==> config.mk <==
export PLATFORM = sky130hd
export DESIGN_NAME = dmem_ctrl
export DESIGN_NICKNAME = d
export VERILOG_FILES = /design/src/rtl/dmem_pkg.sv /design/src/rtl/dmem_lane.sv /design/src/rtl/dmem_ctrl.sv
export SDC_FILE = /design/constraint.sdc
export NUM_CORES = 1
export LEC_CHECK = 0
export ABC_CLOCK_PERIOD_IN_PS = 2300
export BUFFER_PORTS_ARGS = -buffer_cell sky130_fd_sc_hd__buf_4
export CORE_MARGIN = 2
export CORE_UTILIZATION = 40
export CTS_CLUSTER_DIAMETER = 100
export DETAILED_ROUTE_END_ITERATION = 8
export HOLD_SLACK_MARGIN = 0.02
export PLACE_DENSITY = 0.79
export SYNTH_ARGS = -nofsm -noshare
export SYNTH_HDL_FRONTEND = slang
export SYNTH_SLANG_ARGS = --single-unit
==> constraint.sdc <==
create_clock -name i_clk -period 2.3 [get_ports i_clk]
set_input_delay 0.115 -clock i_clk [delete_from_list [all_inputs] [get_ports i_clk]]
set_output_delay 0.115 -clock i_clk [all_outputs]
set_load 0.01 [all_outputs]
==> src/rtl/dmem_pkg.sv <==
// Shared types and constants for the data-memory controller: access size encoding,
// controller FSM states, byte-enable base patterns and an access-legality helper.
package dmem_pkg;

  typedef enum logic [1:0] {
    SZ_BYTE = 2'b00,
    SZ_HALF = 2'b01,
    SZ_WORD = 2'b10,
    SZ_ILL  = 2'b11
  } size_e;

  typedef enum logic [1:0] {
    S_IDLE = 2'b00,
    S_BUS  = 2'b01,
    S_RESP = 2'b10
  } state_e;

  localparam logic [3:0] BE_BYTE = 4'b0001;
  localparam logic [3:0] BE_HALF = 4'b0011;
  localparam logic [3:0] BE_WORD = 4'b1111;

  // Accesses that never reach the bus: illegal size or not naturally aligned.
  function automatic logic access_bad(input logic [1:0] size, input logic [1:0] off);
    return (size == SZ_ILL) ||
           (size == SZ_HALF && off[0]) ||
           (size == SZ_WORD && off != 2'b00);
  endfunction

endpackage

==> src/rtl/dmem_lane.sv <==
// Combinational lane steering: replicates store data across byte lanes and
// extracts/extends load data from the bus word.
module dmem_lane
  import dmem_pkg::*;
(
  input  logic [1:0]  st_size,
  input  logic [31:0] wdata,
  output logic [31:0] st_data,
  input  logic [1:0]  ld_size,
  input  logic        ld_unsigned,
  input  logic [1:0]  ld_off,
  input  logic [31:0] rdata,
  output logic [31:0] ld_data
);

  logic [31:0] shifted;

  always_comb begin
    st_data = wdata;
    case (st_size)
      SZ_BYTE: st_data = {4{wdata[7:0]}};
      SZ_HALF: st_data = {2{wdata[15:0]}};
      default: st_data = wdata;
    endcase
  end

  assign shifted = rdata >> {ld_off, 3'b000};

  always_comb begin
    ld_data = shifted;
    case (ld_size)
      SZ_BYTE: ld_data = {{24{~ld_unsigned & shifted[7]}},  shifted[7:0]};
      SZ_HALF: ld_data = {{16{~ld_unsigned & shifted[15]}}, shifted[15:0]};
      default: ld_data = shifted;
    endcase
  end

endmodule

==> src/rtl/dmem_ctrl.sv <==
// Data-memory controller: turns memory-stage load/store requests into single word
// bus cycles. Define DMEM_TIMEOUT_EN to abort bus cycles after TIMEOUT_CYCLES.
module dmem_ctrl
  import dmem_pkg::*;
#(
  parameter int ADDRESS_WIDTH  = 32,
  parameter int DATA_WIDTH     = 32,
  parameter int TIMEOUT_CYCLES = 16
) (
  input  logic                     i_clk,
  input  logic                     i_rst_n,
  input  logic                     i_req_valid,
  output logic                     o_req_ready,
  input  logic [ADDRESS_WIDTH-1:0] i_addr,
  input  logic [DATA_WIDTH-1:0]    i_wdata,
  input  logic [1:0]               i_size,
  input  logic                     i_unsigned,
  input  logic                     i_wr,
  output logic                     o_resp_valid,
  output logic [DATA_WIDTH-1:0]    o_rdata,
  output logic                     o_err,
  output logic                     o_bus_valid,
  output logic [ADDRESS_WIDTH-1:0] o_bus_addr,
  output logic                     o_bus_we,
  output logic [3:0]               o_bus_be,
  output logic [DATA_WIDTH-1:0]    o_bus_wdata,
  input  logic                     i_bus_ack,
  input  logic [DATA_WIDTH-1:0]    i_bus_rdata
);

  if (DATA_WIDTH != 32 || TIMEOUT_CYCLES < 1) begin : g_bad_cfg
    $error("dmem_ctrl: DATA_WIDTH must be 32 and TIMEOUT_CYCLES at least 1");
  end

  state_e      state;
  logic [1:0]  lat_size;
  logic [1:0]  lat_off;
  logic        lat_unsigned;
  logic        lat_wr;
  logic        bad;
  logic [3:0]  be;
  logic [31:0] st_data;
  logic [31:0] ld_data;

  assign bad = access_bad(i_size, i_addr[1:0]);

  always_comb begin
    be = BE_WORD;
    case (i_size)
      SZ_BYTE: be = BE_BYTE << i_addr[1:0];
      SZ_HALF: be = BE_HALF << i_addr[1:0];
      default: be = BE_WORD;
    endcase
  end

  dmem_lane u_lane (
    .st_size     (i_size),
    .wdata       (i_wdata),
    .st_data     (st_data),
    .ld_size     (lat_size),
    .ld_unsigned (lat_unsigned),
    .ld_off      (lat_off),
    .rdata       (i_bus_rdata),
    .ld_data     (ld_data)
  );

`ifdef DMEM_TIMEOUT_EN
  localparam int CW = $clog2(TIMEOUT_CYCLES + 1);
  logic [CW-1:0] cnt;
  logic          timed_out;

  // cnt holds the index of the current BUS cycle; the last permitted one aborts.
  assign timed_out = (cnt == CW'(TIMEOUT_CYCLES - 1));

  always_ff @(posedge i_clk or negedge i_rst_n) begin
    if (!i_rst_n)            cnt <= '0;
    else if (state == S_BUS) cnt <= cnt + 1'b1;
    else                     cnt <= '0;
  end
`endif

  always_ff @(posedge i_clk or negedge i_rst_n) begin
    if (!i_rst_n) begin
      state        <= S_IDLE;
      o_req_ready  <= 1'b1;
      o_resp_valid <= 1'b0;
      o_rdata      <= '0;
      o_err        <= 1'b0;
      o_bus_valid  <= 1'b0;
      o_bus_addr   <= '0;
      o_bus_we     <= 1'b0;
      o_bus_be     <= '0;
      o_bus_wdata  <= '0;
      lat_size     <= '0;
      lat_off      <= '0;
      lat_unsigned <= 1'b0;
      lat_wr       <= 1'b0;
    end else begin
      case (state)
        S_IDLE: begin
          if (i_req_valid) begin
            o_req_ready <= 1'b0;
            if (bad) begin
              state        <= S_RESP;
              o_resp_valid <= 1'b1;
              o_err        <= 1'b1;
            end else begin
              state        <= S_BUS;
              o_bus_valid  <= 1'b1;
              o_bus_addr   <= {i_addr[ADDRESS_WIDTH-1:2], 2'b00};
              o_bus_we     <= i_wr;
              o_bus_be     <= be;
              o_bus_wdata  <= st_data;
              lat_size     <= i_size;
              lat_off      <= i_addr[1:0];
              lat_unsigned <= i_unsigned;
              lat_wr       <= i_wr;
            end
          end
        end
        S_BUS: begin
          if (i_bus_ack) begin
            state        <= S_RESP;
            o_bus_valid  <= 1'b0;
            o_resp_valid <= 1'b1;
            o_err        <= 1'b0;
            o_rdata      <= lat_wr ? '0 : ld_data;
          end
`ifdef DMEM_TIMEOUT_EN
          else if (timed_out) begin
            state        <= S_RESP;
            o_bus_valid  <= 1'b0;
            o_resp_valid <= 1'b1;
            o_err        <= 1'b1;
            o_rdata      <= '0;
          end
`endif
        end
        default: begin
          state        <= S_IDLE;
          o_req_ready  <= 1'b1;
          o_resp_valid <= 1'b0;
          o_err        <= 1'b0;
          o_rdata      <= '0;
        end
      endcase
    end
  end

endmodule

# --- Word-level counts from Yosys, hierarchy flattened ---
# Cells that the tools add are included.
classes:
  muxes: 21
  shift: 3
  n_eq_ne: 9
  n_bitwise: 6
  n_reduce_logical: 15
ops:
  columns: ["operator", "count"]
  rows:
  - ["$pmux W32 S2", 3]
  - ["$mux W32", 2]
  - ["$shr A32 B5 Y32", 1]
  - ["$ne A2 B2 Y1 const B", 4]
  - ["$pmux W1 S2", 4]
  - ["$pmux W4 S2", 1]
  - ["$mux W1", 7]
  - ["$eq A2 B1 Y1 const B", 3]
  - ["$logic_not A2 Y1", 3]
  - ["$mux W2", 3]
  - ["$reduce_and A2 Y1", 3]
  - ["$reduce_and A3 Y1", 2]
  - ["$eq A2 B2 Y1 const B", 2]
  - ["$not A1 Y1", 4]
  - ["$pmux W2 S2", 1]
  - ["$reduce_and A4 Y1", 1]
  - ["$reduce_bool A2 Y1", 2]
  - ["$shl A1 B2 Y4 const A", 1]
  - ["$shl A2 B2 Y4 const A", 1]
  - ["$and A1 B1 Y1", 2]
  - ["$logic_and A1 B1 Y1", 2]
  - ["$logic_or A1 B1 Y1", 2]
totals:
  register_bits: 110
  output_inout_bits: 105

# --- Longest topological paths before layout ---
# Gate-level depths: netlist of run 1.
depth:
  ltp_word: 7
  ltp_mapped: 7
  mapped_depth_nobuf: 4

# --- Modules after synthesis ---
# Synthesis of run 1 repeated with hierarchy kept, for this count alone.
unflattened:
  hier_cells: 420
  area_unflattened_um2: 5625.4
modules_own_cells:
  columns: ["mod", "instances", "area_each_um2", "seq_area_each_um2", "cells_per_inst"]
  rows:
  - ["dmem_ctrl", 1, 4443.0, 2753.9, 264]
  - ["dmem_lane", 1, 1182.4, 0.0, 156]

# --- Worst setup path before layout of run 1 ---
# OpenSTA, ideal clock, no wires.
synth_path:
  path_kind: "register to register"
  start: "register lat_off[1]"
  end: "register o_rdata[16]"
  setup_slack_ns: 0.580
  setup_time_ns: 0.126
  path_stages_with_launch: 6
  t_required_ns: 2.174
  period_less_slack_ns: 1.720
  arrival_ns: 1.594
  path_cell_list: "dfrtp_1 buf_6 mux4_2 o211a_4 buf_6 a221o_1"
synth_between:
  elab_chain_len: 6
  elab_cells_between_ends: 7
synth_lines:
  columns: ["element", "line_no", "text"]
  rows:
  - ["start, declared", "dmem_ctrl.sv:37", "logic [1:0] lat_off;"]
  - ["start signal, assigned", "dmem_ctrl.sv:115", "lat_off <= i_addr[1:0];"]
  - ["$shr A32 B5 Y32 *", "dmem_lane.sv:27", "assign shifted = rdata >> {ld_off, 3'b000};"]
  - ["$and A1 B1 Y1 (on tied branches)", "dmem_lane.sv:33, dmem_lane.sv:32", null]
  - ["$pmux W32 S2 *", "dmem_lane.sv:31", "case (ld_size)"]
  - ["$mux W32 *", "dmem_ctrl.sv:127", "o_rdata <= lat_wr ? '0 : ld_data;"]
  - ["$mux W32 *", "dmem_ctrl.sv:122", "if (i_bus_ack) begin"]
  - ["$pmux W32 S2 *", "dmem_ctrl.sv:99", "case (state)"]
  - ["end signal, assigned", "dmem_ctrl.sv:127", null]
  - ["end, declared", "dmem_ctrl.sv:20", "output logic [DATA_WIDTH-1:0] o_rdata,"]
# Mark *: on every way between the ends. The rest lies on a longest branch, timed or not. The select of a mux whose other input is x is not followed.
# A chain may end at the register's enable or synchronous reset.

# --- Final worst setup path of run 1 ---
layout_path:
  start: "register state[1]"
  end: "register o_rdata[29]"
layout_between:
  elab_chain_len: 3
  elab_cells_between_ends: 6
layout_lines:
  columns: ["element", "line_no", "text"]
  rows:
  - ["start, declared", "dmem_ctrl.sv:35", "state_e state;"]
  - ["start signal, assigned", "dmem_ctrl.sv:84", "state <= S_IDLE;"]
  - ["start signal, assigned", "dmem_ctrl.sv:104", "state <= S_RESP;"]
  - ["start signal, assigned", "dmem_ctrl.sv:108", "state <= S_BUS;"]
  - ["$eq A2 B1 Y1 / $logic_not A2 Y1 (equally long branches)", "dmem_ctrl.sv:99", null]
  - ["$ne A2 B2 Y1 (no line) / $not A1 Y1 (equally long branches)", null, null]
  - ["$reduce_and A2 Y1 (no line)", null, null]
# Several ways; a longest one is shown, not always the timed one.

==> results of run 1 <==
==> layer usage <==
| layer | vias up | routed length [um] | global-route usage (%) |
|---|---|---|---|
| met5 | - | 0 | 0 |
| met4 | 0 | 291 | 8.26 |
| met3 | 23 | 1170 | 5.94 |
| met2 | 192 | 7330 | 35.5 |
| met1 | 2159 | 6020 | 25.9 |
| li1 | 2025 | - | - |
==> critical path, delay by kind of cell (launching register included) <==
kind	cells	cell delay, ns
and+or+nand+nor	3	1.10
DFF	1	0.46
AOI/OAI and AO/OA	1	0.24
==> stage by stage <==
step	utilization (%)	worst slack, ns	total power [mW]	area (sq um)	hold WS, ns
after floorplan	-	0.580	4.71	5320	-0.181
after global placement	53.5	0.518	6.12	7000	0.0704
after detailed placement	53.5	0.429	6.20	7000	0.0792
after CTS	58.9	0.411	7.79	7700	0.0212
after global routing	58.9	0.226	8.19	7700	0.0208
final	58.9	0.426	7.74	7700	0.0377
==> synth_stat cells, types with 6 or more instances <==
cell type  number  area share (%)
mux2_2         18             3.8
clkbuf_1       17             1.2
nand2_1        28             2.0
o21ai_0        35             3.3
a21oi_1        35             3.3
mux2i_1        40             7.5
nand3b_1        9             1.3
nor2_1         11            0.78
buf_2          10            0.94
mux2_4         40              11
a221o_1        16             3.0
a31oi_1        17             2.0
mux2_1          6             1.3
dfrtp_1       109              51
buf_6           7             1.5
==> kinds of logic after synthesis <==
| family | count (synthesis) | share of synthesized area, % |
|---|---|---|
| AND/OR/NAND/NOR | 58 | 5.63 |
| multiplexers | 106 | 24.8 |
| other | 1 | 0.0706 |
| buffers and inverters | 42 | 4.33 |
| AO/OA/AOI/OAI | 112 | 13.4 |
| flip-flops | 110 | 51.8 |
==> report_power, final <==
| part | internal, mW | switching [mW] | total, mW |
|---|---|---|---|
| Combinational | 1.81 | 1.42 | 3.22 |
| Sequential | 2.59 | 0.449 | 3.04 |
| Clock | 0.827 | 0.654 | 1.48 |
==> sequential cells by signal, indices dropped and copies added (netlist names), 2 cells and up <==
register and flops:
lat_off 2, lat_size 2, o_bus_addr 30, o_bus_be 4, o_bus_wdata 32, o_rdata 32
state 2
==> path summary, 6_finish.rpt <==
check	start	end	slack [ns]	depth (start not counted)
worst max-delay path	state[1]$_DFFE_PN0P_	o_rdata[29]$_DFFE_PN0P_	0.43	4
worst min-delay path	i_wdata[6]	o_bus_wdata[6]$_DFFE_PN0P_	0.04	2
worst max register to register	state[1]$_DFFE_PN0P_	o_rdata[29]$_DFFE_PN0P_	0.43	4
worst min register to register	o_req_ready$_DFFE_PN1P_	o_req_ready$_DFFE_PN1P_	0.47	2
max in group asynchronous	i_rst_n	o_req_ready$_DFFE_PN1P_	1.29	3
min in group asynchronous	i_rst_n	o_rdata[12]$_DFFE_PN0P_	0.25	2
==> final cells by class <==
cell class,count,area share [%]
Inverter,5,0.244
Sequential cell,110,35.8
Tap cell,176,2.86
Timing Repair Buffer,260,27.0
Clock buffer,16,3.66
Multi-Input combinational cell,278,30.4
==> metrics.yaml, run 1 <==
outcome:
  status: "completed"
die:
  dieArea_sq_um: 14200
  coreArea_sq_um: 13100
  initial_core_util_pct: 40.6
  ios: 209
  die_h_um: 119
  fp.dieW_um: 119
  num_rows: 42
placed_design:
  place_hpwl_um: 10200
  gp_congestion: 0.831
  dp_cells: 787
  io_buffers: 206
setup_path:
  cp_slowest_cell: "nor2b_1"
  path_cells: "nand4bb_1 > nor3b_4 > nor2b_1 > a221o_1"
  crit_path_max_incr_delay_ns: 0.50
  crit_required_ns: 2.58
  end_kind: "flop"
  arrival_ns: 2.16
  setup.worst_path.class: "reg -> reg"
  cp_max_fo: 8
  cp-start-kind: "flop"
route:
  finalWirelength_um: 14800
  via_per_inst: 5.21
  drtAntennaViolNets: 0
  wl_per_cell_um: 17.5
  vias: 4399
  drc_errors: 0
  drt_iter0_drc: 339
  first_pass_iters: 4
global_routing:
  antenna_found_initial: 0
  grtUsageTotal_pct: 21.2
  grt_pass1_vias: 4546
  grt_remaining_overflow: 0
  grt_max_degree: 55
  grt_pass1_wl_um: 23700
clock_network:
  cts.clk_slew.worst_paths_ns: 0.07
  cts_made_buffers: 9
  cts.sinks: 110
  h-tree-depth: 3
  clockBufferDepth: 2
  cts_tree: "built"
  worstSkewPairLatency_ns: 0.34
  cts_resized: 0
  postCtsHoldBufs: 42
  clockRootBuffer: "clkbuf_16"
  post-cts-setup-buffer-count: 0
pwr:
  p_per_area_nw_per_um2: 1010
  vdd_drop_max_v: 0.000577
  leakagePower_nw: 3.78
finish:
  drive_gt1_share_pct: 44.8
  syn2layout_area_growth_pct: 44.9
  diodes: 0
  nets: 768
  multi_input_area_sq_um: 2340
  layout_commonest_cell: "buf_4"
  regArea_sq_um: 2750
  final_cell_mix: "buf_4 (216), dfrtp_1 (109), dlygate4sd3_1 (42)"
  num-fill-cells: 1045
  stdcell_count: 845
sta:
  rsz0062_at_grt: "false"
  worst_slew_pin_slew_ns: 0.572
  finalHoldViolCount: 0
  clock.fmax_mhz: 534
  finalCriticalPeriod_ns: 1.87
  maxSlewHeadroom_pct: 61.8
  finClkSkew_ns: 0.00590
  final-max-slew-violation-count: 0
  setup_viol: 0
  tns_ns: 0
  finalCritPeriodShare_pct: 81.5
synth:
  synthCells: 429
  synth_ff_type: "dfrtp_1"
  synth-edff-count: 0
  ys_types: 37
  yosys_warnings: 0
  ys_async_sr_fraction_pct: 100
  synth_seq_cells: 110
  synth_area_sq_um: 5310
  synth.avg_cell_area_sq_um: 12.4
  synth_sequential_area_ratio_pct: 51.8
job:
  maxCapViolations: 0
worst_hold_path:
  min_path_type: "in -> reg"
Power figures use the tool's default switching activity.
==> inputs of run 2 (changes only) <==
--- a/config.mk
+++ b/config.mk
@@ -5,7 +5,7 @@
 export SDC_FILE = /design/constraint.sdc
 export NUM_CORES = 1
 export LEC_CHECK = 0
-export ABC_CLOCK_PERIOD_IN_PS = 2300
+export ABC_CLOCK_PERIOD_IN_PS = 1830
 export BUFFER_PORTS_ARGS = -buffer_cell sky130_fd_sc_hd__buf_4
 export CORE_MARGIN = 2
 export CORE_UTILIZATION = 40
==> constraint.sdc (replaced) <==
create_clock -name i_clk -period 1.83 [get_ports i_clk]
set_input_delay 0.0915 -clock i_clk [delete_from_list [all_inputs] [get_ports i_clk]]
set_output_delay 0.0915 -clock i_clk [all_outputs]
set_load 0.01 [all_outputs]
==> run 2 against run 1 <==
- sequential share of layout area decreased by 0.81 points
- utilization increased by 1.4 points
- worst hold slack improved by 0.011 ns
- clock-buffer cell count decreased by 4
- die area unchanged
- non-clock buffer count increased by 13
- routed wire length increased by 3.9%
- critical path depth decreased by 1
- first-iteration DRC count decreased by 8.6%
- highest routed layer unchanged
==> metrics.yaml, run 2 (synthesis gave the netlist of run 1 again) <==
global_routing:
  grt_remaining_overflow: 0  # unchanged
  grtUsageTotal_pct: 22.0  # +0.81 points
  grt_pass1_vias: 4695  # +3.3%
  grt_pass1_wl_um: 24700  # +4.2%
  antenna_found_initial: 0  # unchanged
  grt_max_degree: 54  # -1.8%
route:
  routed-wl-met3_um: 1110  # -4.6%
  finalWirelength_um: 15400  # +3.9%
  drtAntennaViolNets: 0  # unchanged
  via_per_inst: 5.27  # +1.2%
  top_layer_used: "met4"
  drc_errors: 0  # unchanged
  wl_met1_um: 6150  # +2.1%
  drt_iter0_drc: 310  # -8.6%
  first_pass_iters: 5  # +1
  vias: 4521  # +2.8%
  dr_wl_met2_um: 7780  # +6.2%
  wl_per_cell_um: 17.9  # +2.4%
die:
  coreArea_sq_um: 13100  # unchanged
  dieArea_sq_um: 14200  # unchanged
  die_h_um: 119  # unchanged
  ios: 209  # unchanged
  initial_core_util_pct: 40.6  # unchanged
  fp.dieW_um: 119  # unchanged
  num_rows: 42  # unchanged
sta:
  rsz0062_at_grt: "false"
  tns_ns: 0  # unchanged
  finClkSkew_ns: 0.00814  # +0.00224 ns
  finalHoldViolCount: 0  # unchanged
  finalCriticalPeriod_ns: 1.69  # -0.186 ns
  setup_viol: 0  # unchanged
  clock.fmax_mhz: 592  # +11%
  final-max-slew-violation-count: 0  # unchanged
  finalCritPeriodShare_pct: 92.3  # +11 points
pwr:
  switching_share_pct: 33.0  # +0.44 points
  p_comb_share_pct: 41.6  # about the same
  p_seq_share_pct: 38.2  # -1.0 points
  internal_power_mw: 6.70  # +28%
  p_clk_share_pct: 20.2  # +1.1 points
  p_switching_mw: 3.29  # +31%
  leakagePower_nw: 3.86  # +2.1%
  vdd_drop_max_v: 0.000642  # +11%
  p_per_area_nw_per_um2: 1270  # +26%
setup_path:
  rrSetupSlack_ns: 0.14  # -0.28 ns
  critPathBufInv: 0  # unchanged
  setup.worst_path.class: "reg -> reg"
  cp-start-kind: "flop"
  path_cells: "mux4_2 > o211a_4 > a221o_1"
  cp_max_fo: 16  # +8
  crit_required_ns: 2.06  # -0.52 ns
  end_kind: "flop"
  arrival_ns: 1.92  # -0.24 ns
  cp_slowest_cell: "mux4_2"
  crit_path_max_incr_delay_ns: 0.53  # +0.03 ns
  critPathTopFamily: "compound AO/OA/AOI/OAI gates"
finish:
  final_util_pct: 60.2  # +1.4 points
  drive_gt1_share_pct: 45.2  # +0.32 points
  reg_top3: "o_bus_wdata (32), o_rdata (32), o_bus_addr (30)"
  diodes: 0  # unchanged
  num-fill-cells: 1037  # -0.77%
  final_cell_mix: "buf_4 (218), dfrtp_1 (109), dlygate4sd3_1 (50)"
  layout_commonest_cell: "buf_4"
  syn2layout_area_growth_pct: 48.3
  nets: 781  # +1.7%
placed_design:
  io_buffers: 206  # unchanged
  gp_congestion: 0.877  # +5.5%
  place_hpwl_um: 10700  # +4.9%
clock_network:
  worstSkewPairLatency_ns: 0.36  # +0.02 ns
  h-tree-depth: 3  # unchanged
  post-cts-setup-buffer-count: 0  # unchanged
  clockRootBuffer: "clkbuf_16"
  cts_tree: "built"
  cts_made_buffers: 9  # unchanged
  clockBufferDepth: 2  # unchanged
  cts.clk_slew.worst_paths_ns: 0.07  # about the same
  cts.sinks: 110  # unchanged
worst_hold_path:
  min_path_type: "in -> reg"
job:
  maxCapViolations: 0  # unchanged
outcome:
  status: "completed"
==> run 2: changes by cell type in the layout (fill, tap and decap cells not counted), sizes merged <==
cell and change:
clkinv +1, buf +5, clkinvlp +1, bufinv +1, inv +1, clkbuf -4, dlygate4sd3 +8
==> run 2: power by group through the flow <==
stage | combinational (mW) | sequential (mW) | clock [mW]
finish | 4.15 | 3.82 | 2.02
global route | 4.45 | 3.92 | 2.16
CTS | 4.15 | 3.81 | 2.06
detailed placement | 4.07 | 3.83 | 0
global placement | 3.97 | 3.80 | 0
floorplan | 1.85 | 4.07 | 0
==> run 2: what timing repair did <==
action	4_1_cts	5_1_grt
setup endpoints to repair	7	0
hold endpoints to repair	136	0
hold buffers	50	0
resized for setup	1	0
==> run 2: metrics by stage <==
step	power [mW]	instance area (sq um)	worst slack, ns	instances	hold slack, ns
floorplan	5.92	5320	0.110	430	-0.204
global placement	7.77	7070	0.159	792	0.0129
detailed placement	7.89	7070	0.0106	792	0.0203
CTS	10.0	7880	0.146	858	0.0385
global route	10.5	7880	0.0364	858	0.0549
finish	9.99	7880	0.142	858	0.0484
==> run 2: layer usage <==
| layer | vias to the layer above | GRT usage [%] |
|---|---|---|
| met1 | 2230 | 26.3 |
| li1 | 2056 | - |
| met3 | 22 | 5.41 |
| met4 | 0 | 9.97 |
| met5 | - | 0 |
| met2 | 213 | 37.5 |
==> run 2: area by class of cell <==
type	instances	area, sq um	share of cell area (%)
clock buffer	12	246	3.13
timing repair buffer	273	2240	28.4
clock inverter	4	55.1	0.699
sequential	110	2750	35.0
inverter	5	18.8	0.238
multi-input combinational	278	2350	29.8
tap	176	220	2.79
==> run 2: path summary, 6_finish.rpt <==
kind | from | endpoint | cells past startpoint
worst max-delay path | lat_off[1]$_DFFE_PN0P_ | o_rdata[18]$_DFFE_PN0P_ | 3
worst max register to register | lat_off[1]$_DFFE_PN0P_ | o_rdata[18]$_DFFE_PN0P_ | 3
worst min-delay path | i_wdata[25] | o_bus_wdata[25]$_DFFE_PN0P_ | 4
worst min register to register | o_req_ready$_DFFE_PN1P_ | o_req_ready$_DFFE_PN1P_ | 2
max in group asynchronous | i_rst_n | o_req_ready$_DFFE_PN1P_ | 3
min in group asynchronous | i_rst_n | o_rdata[10]$_DFFE_PN0P_ | 2
==> run 2: worst register-to-register path: cells and delay by family, from the launching register on <==
kind / cells / cell delay, ns
AOI/OAI and AO/OA: 2 / 0.61
muxes: 1 / 0.53
DFF: 1 / 0.43
==> inputs of run 3 (changes only) <==
--- a/config.mk
+++ b/config.mk
@@ -5,14 +5,15 @@
 export SDC_FILE = /design/constraint.sdc
 export NUM_CORES = 1
 export LEC_CHECK = 0
+export ABC_AREA = 1
 export ABC_CLOCK_PERIOD_IN_PS = 1830
 export BUFFER_PORTS_ARGS = -buffer_cell sky130_fd_sc_hd__buf_4
 export CORE_MARGIN = 2
-export CORE_UTILIZATION = 40
+export CORE_UTILIZATION = 49
 export CTS_CLUSTER_DIAMETER = 100
 export DETAILED_ROUTE_END_ITERATION = 8
 export HOLD_SLACK_MARGIN = 0.02
-export PLACE_DENSITY = 0.79
+export PLACE_DENSITY = 0.92
 export SYNTH_ARGS = -nofsm -noshare
 export SYNTH_HDL_FRONTEND = slang
 export SYNTH_SLANG_ARGS = --single-unit
==> run 3 against run 2 <==
- register-to-register slack better by 0.02 ns
- cell count is 24% higher
- clock-buffer cell count is 1 lower
- fmax is 1.1% higher
- sequential share of layout area is 1.2 points higher
- largest power group unchanged
==> metrics.yaml, run 3 <==
outcome:
  status: "completed"
route:
  drtAntennaViolNets: 0  # unchanged
  vias: 5737  # +27%
  wl_per_cell_um: 16.3  # -8.9%
  first_pass_iters: 6  # +1
  drt_iter0_drc: 480  # +55%
  drc_errors: 0  # unchanged
  finalWirelength_um: 17400  # +13%
  via_per_inst: 5.38  # +2.0%
placed_design:
  dp_cells: 1004  # +27%
  io_buffers: 206  # unchanged
  place_hpwl_um: 11300  # +5.8%
  gp_congestion: 0.923  # +5.2%
  place_ws_ns: 0.215  # +0.205 ns
finish:
  final_util_pct: 73.0  # +13 points
  final_cell_mix: "nand2_1 (294), buf_4 (219), dfrtp_1 (109)"
  reg_top3: "o_bus_wdata (32), o_rdata (32), o_bus_addr (30)"
  stdcell_count: 1067  # +24%
  layout_commonest_cell: "nand2_1"
  drive_gt1_share_pct: 26.9  # -18 points
  diodes: 0  # unchanged
  nets: 1030  # +32%
  syn2layout_area_growth_pct: 44.0
clock_network:
  cts_resized: 0  # -1
  clockBufferDepth: 2  # unchanged
  clockRootBuffer: "clkbuf_8"
  cts.sinks: 110  # unchanged
  cts_tree: "built"
  worstSkewPairLatency_ns: 0.36  # about the same
  cts.clk_slew.worst_paths_ns: 0.11  # +0.04 ns
  post-cts-setup-buffer-count: 0  # unchanged
  cts_made_buffers: 9  # unchanged
  h-tree-depth: 3  # unchanged
synth:
  synth_compound_area_share_pct: 11.2  # -2.2 points
  synth_common_cells: "nand2_1 (294), dfrtp_1 (109), nand3_1 (63)"
  synth_seq_cells: 110  # unchanged
  synth_xor_area_share_pct: 0  # unchanged
  yosys.area_share.simple_pct: 29.8  # +24 points
  yosys_warnings: 0  # unchanged
  synth_sequential_area_ratio_pct: 52.1  # +0.29 points
  synth_top_family_by_area: "simple AND/OR/NAND/NOR gates"
  synth_ff_type: "dfrtp_1"
  synth_fa_ha_area_share_pct: 0  # unchanged
  ys_async_sr_fraction_pct: 100  # unchanged
  synth_top_area_cell: "dfrtp_1"
  ys_types: 23  # -38%
  synth.avg_cell_area_sq_um: 7.68  # -38%
  synthMuxAreaShare_pct: 0  # -25 points
  yosys.area.top_type_share_pct: 51.6  # +0.29 points
  synth_most_common_cell: "nand2_1"
  synth-edff-count: 0  # unchanged
  synth_area_sq_um: 5280  # -0.57%
  synth_area_leaders: "dfrtp_1 (52%), nand2_1 (21%), nand3_1 (6.0%)"
  synthCells: 688  # +60%
setup_path:
  critPathBufInv: 1  # +1
  setup.worst_path.class: "reg -> reg"
  rrSetupSlack_ns: 0.16  # +0.02 ns
  path_cells: "nor2_1 > nand2_1 > buf_4 > a31oi_1 > o21ai_0 > nand2_1"
  arrival_ns: 1.97  # +0.05 ns
  critPathTopFamily: "flip-flops"
  crit_path_max_incr_delay_ns: 0.48  # -0.05 ns
  cp_slowest_cell: "dfrtp_1"
  crit_required_ns: 2.13  # +0.07 ns
  cpMostUsedCell: "nand2_1"
  cp-start-kind: "flop"
  end_kind: "flop"
  cp_max_fo: 19  # +3
die:
  ios: 209  # unchanged
  initial_core_util_pct: 50.7  # +10 points
  die_h_um: 108  # -9.6%
  coreArea_sq_um: 10400  # -20%
  dieArea_sq_um: 11600  # -18%
  fp.dieW_um: 108  # -9.6%
  num_rows: 37  # -12%
sta:
  clock.fmax_mhz: 599  # +1.1%
  finalCriticalPeriod_ns: 1.67  # -0.0187 ns
  rsz0062_at_grt: "false"
  finalCritPeriodShare_pct: 91.2  # -1.0 points
  setup_ws_ns: 0.160  # +0.0187 ns
  finalHoldViolCount: 0  # unchanged
  finClkSkew_ns: 0.0152  # +0.00709 ns
  setup_viol: 0  # unchanged
  final-max-slew-violation-count: 0  # unchanged
  tns_ns: 0  # unchanged
global_routing:
  grt_max_degree: 46  # -15%
  grtUsageTotal_pct: 30.0  # +8.0 points
  grt_remaining_overflow: 0  # unchanged
  antenna_found_initial: 0  # unchanged
  grt_pass1_vias: 5659  # +21%
  grt_pass1_wl_um: 27400  # +11%
pwr:
  leakagePower_nw: 4.19  # +8.5%
  vdd_drop_max_v: 0.000924  # +44%
  p_per_area_nw_per_um2: 1440  # +13%
job:
  maxCapViolations: 0  # unchanged
worst_hold_path:
  min_path_type: "in -> reg"
## run 3: cell count changes after synthesis, sizes merged, moves of 16 or more
cell / previous run / this run
mux2: 64 / 0
nand3: 0 / 65
a221o: 16 / 0
inv: 5 / 28
nand2: 29 / 296
o21ai: 35 / 65
mux2i: 40 / 0
## run 3: routing by layer
metal / global-route usage, % / routed length (um) / vias to the layer above
li1: - / - / 2667
met1: 36.5 / 6430 / 2679
met2: 51.5 / 8720 / 345
met3: 7.57 / 1770 / 46
met4: 10.5 / 507 / 0
met5: 0 / 0 / -
## run 3: through the flow
stage	hold slack [ns]	total power, mW	area [sq um]
CTS	0.0202	10.8	7600
detailed placement	0.0921	9.36	6960
floorplan	-0.204	6.95	5290
global route	0.0262	11.7	7610
finish	0.0368	10.9	7610
global placement	0.0893	9.20	6960
## run 3: worst min-delay path, delay by kind of cell
family                 cells  cell delay, ns
AOI/OAI and AO/OA          1            0.12
buffers and inverters      2            0.14
## run 3: kinds of logic (layout without fill, tap and decap cells)
logic type	Yosys count	after routing
and+or+nand+nor	386	386
buffers and inverters	75	317
DFF	110	110
AOI/OAI and AO/OA	116	116
other	1	2
## run 3: final timing paths
path / start / to / cells after the start
setup / recovery: state[1]$_DFFE_PN0P_ / o_rdata[3]$_DFFE_PN0P_ / 6
hold / removal: i_addr[1] / lat_off[1]$_DFFE_PN0P_ / 3
setup reg to reg: state[1]$_DFFE_PN0P_ / o_rdata[3]$_DFFE_PN0P_ / 6
hold reg to reg: o_bus_addr[12]$_DFFE_PN0P_ / o_bus_addr[12]$_DFFE_PN0P_ / 2
max in group asynchronous: i_rst_n / o_bus_addr[26]$_DFFE_PN0P_ / 3
min in group asynchronous: i_rst_n / o_rdata[19]$_DFFE_PN0P_ / 2
## run 3: layout make-up
| cell class | instances | area [sq um] |
|---|---|---|
| multi-input combinational | 504 | 2180 |
| tap | 136 | 170 |
| fill | 725 | 2810 |
| clock buffer | 11 | 131 |
| timing repair buffer | 271 | 2210 |
| inverter | 30 | 114 |
| sequential | 110 | 2750 |
| clock inverter | 5 | 45.0 |
## run 3: where the power goes
| group | switching [mW] | internal (mW) | leakage [nW] |
|---|---|---|---|
| Combinational | 3.04 | 2.35 | 2.69 |
| Sequential | 0.706 | 3.47 | 1.41 |
| Clock | 0.861 | 0.516 | 0.0856 |
| Total | 4.61 | 6.33 | 4.19 |
## run 3: what timing repair did
item,4_1_cts,5_1_grt
hold endpoints to repair,83,1
hold buffers,46,1
setup endpoints to repair,0,0
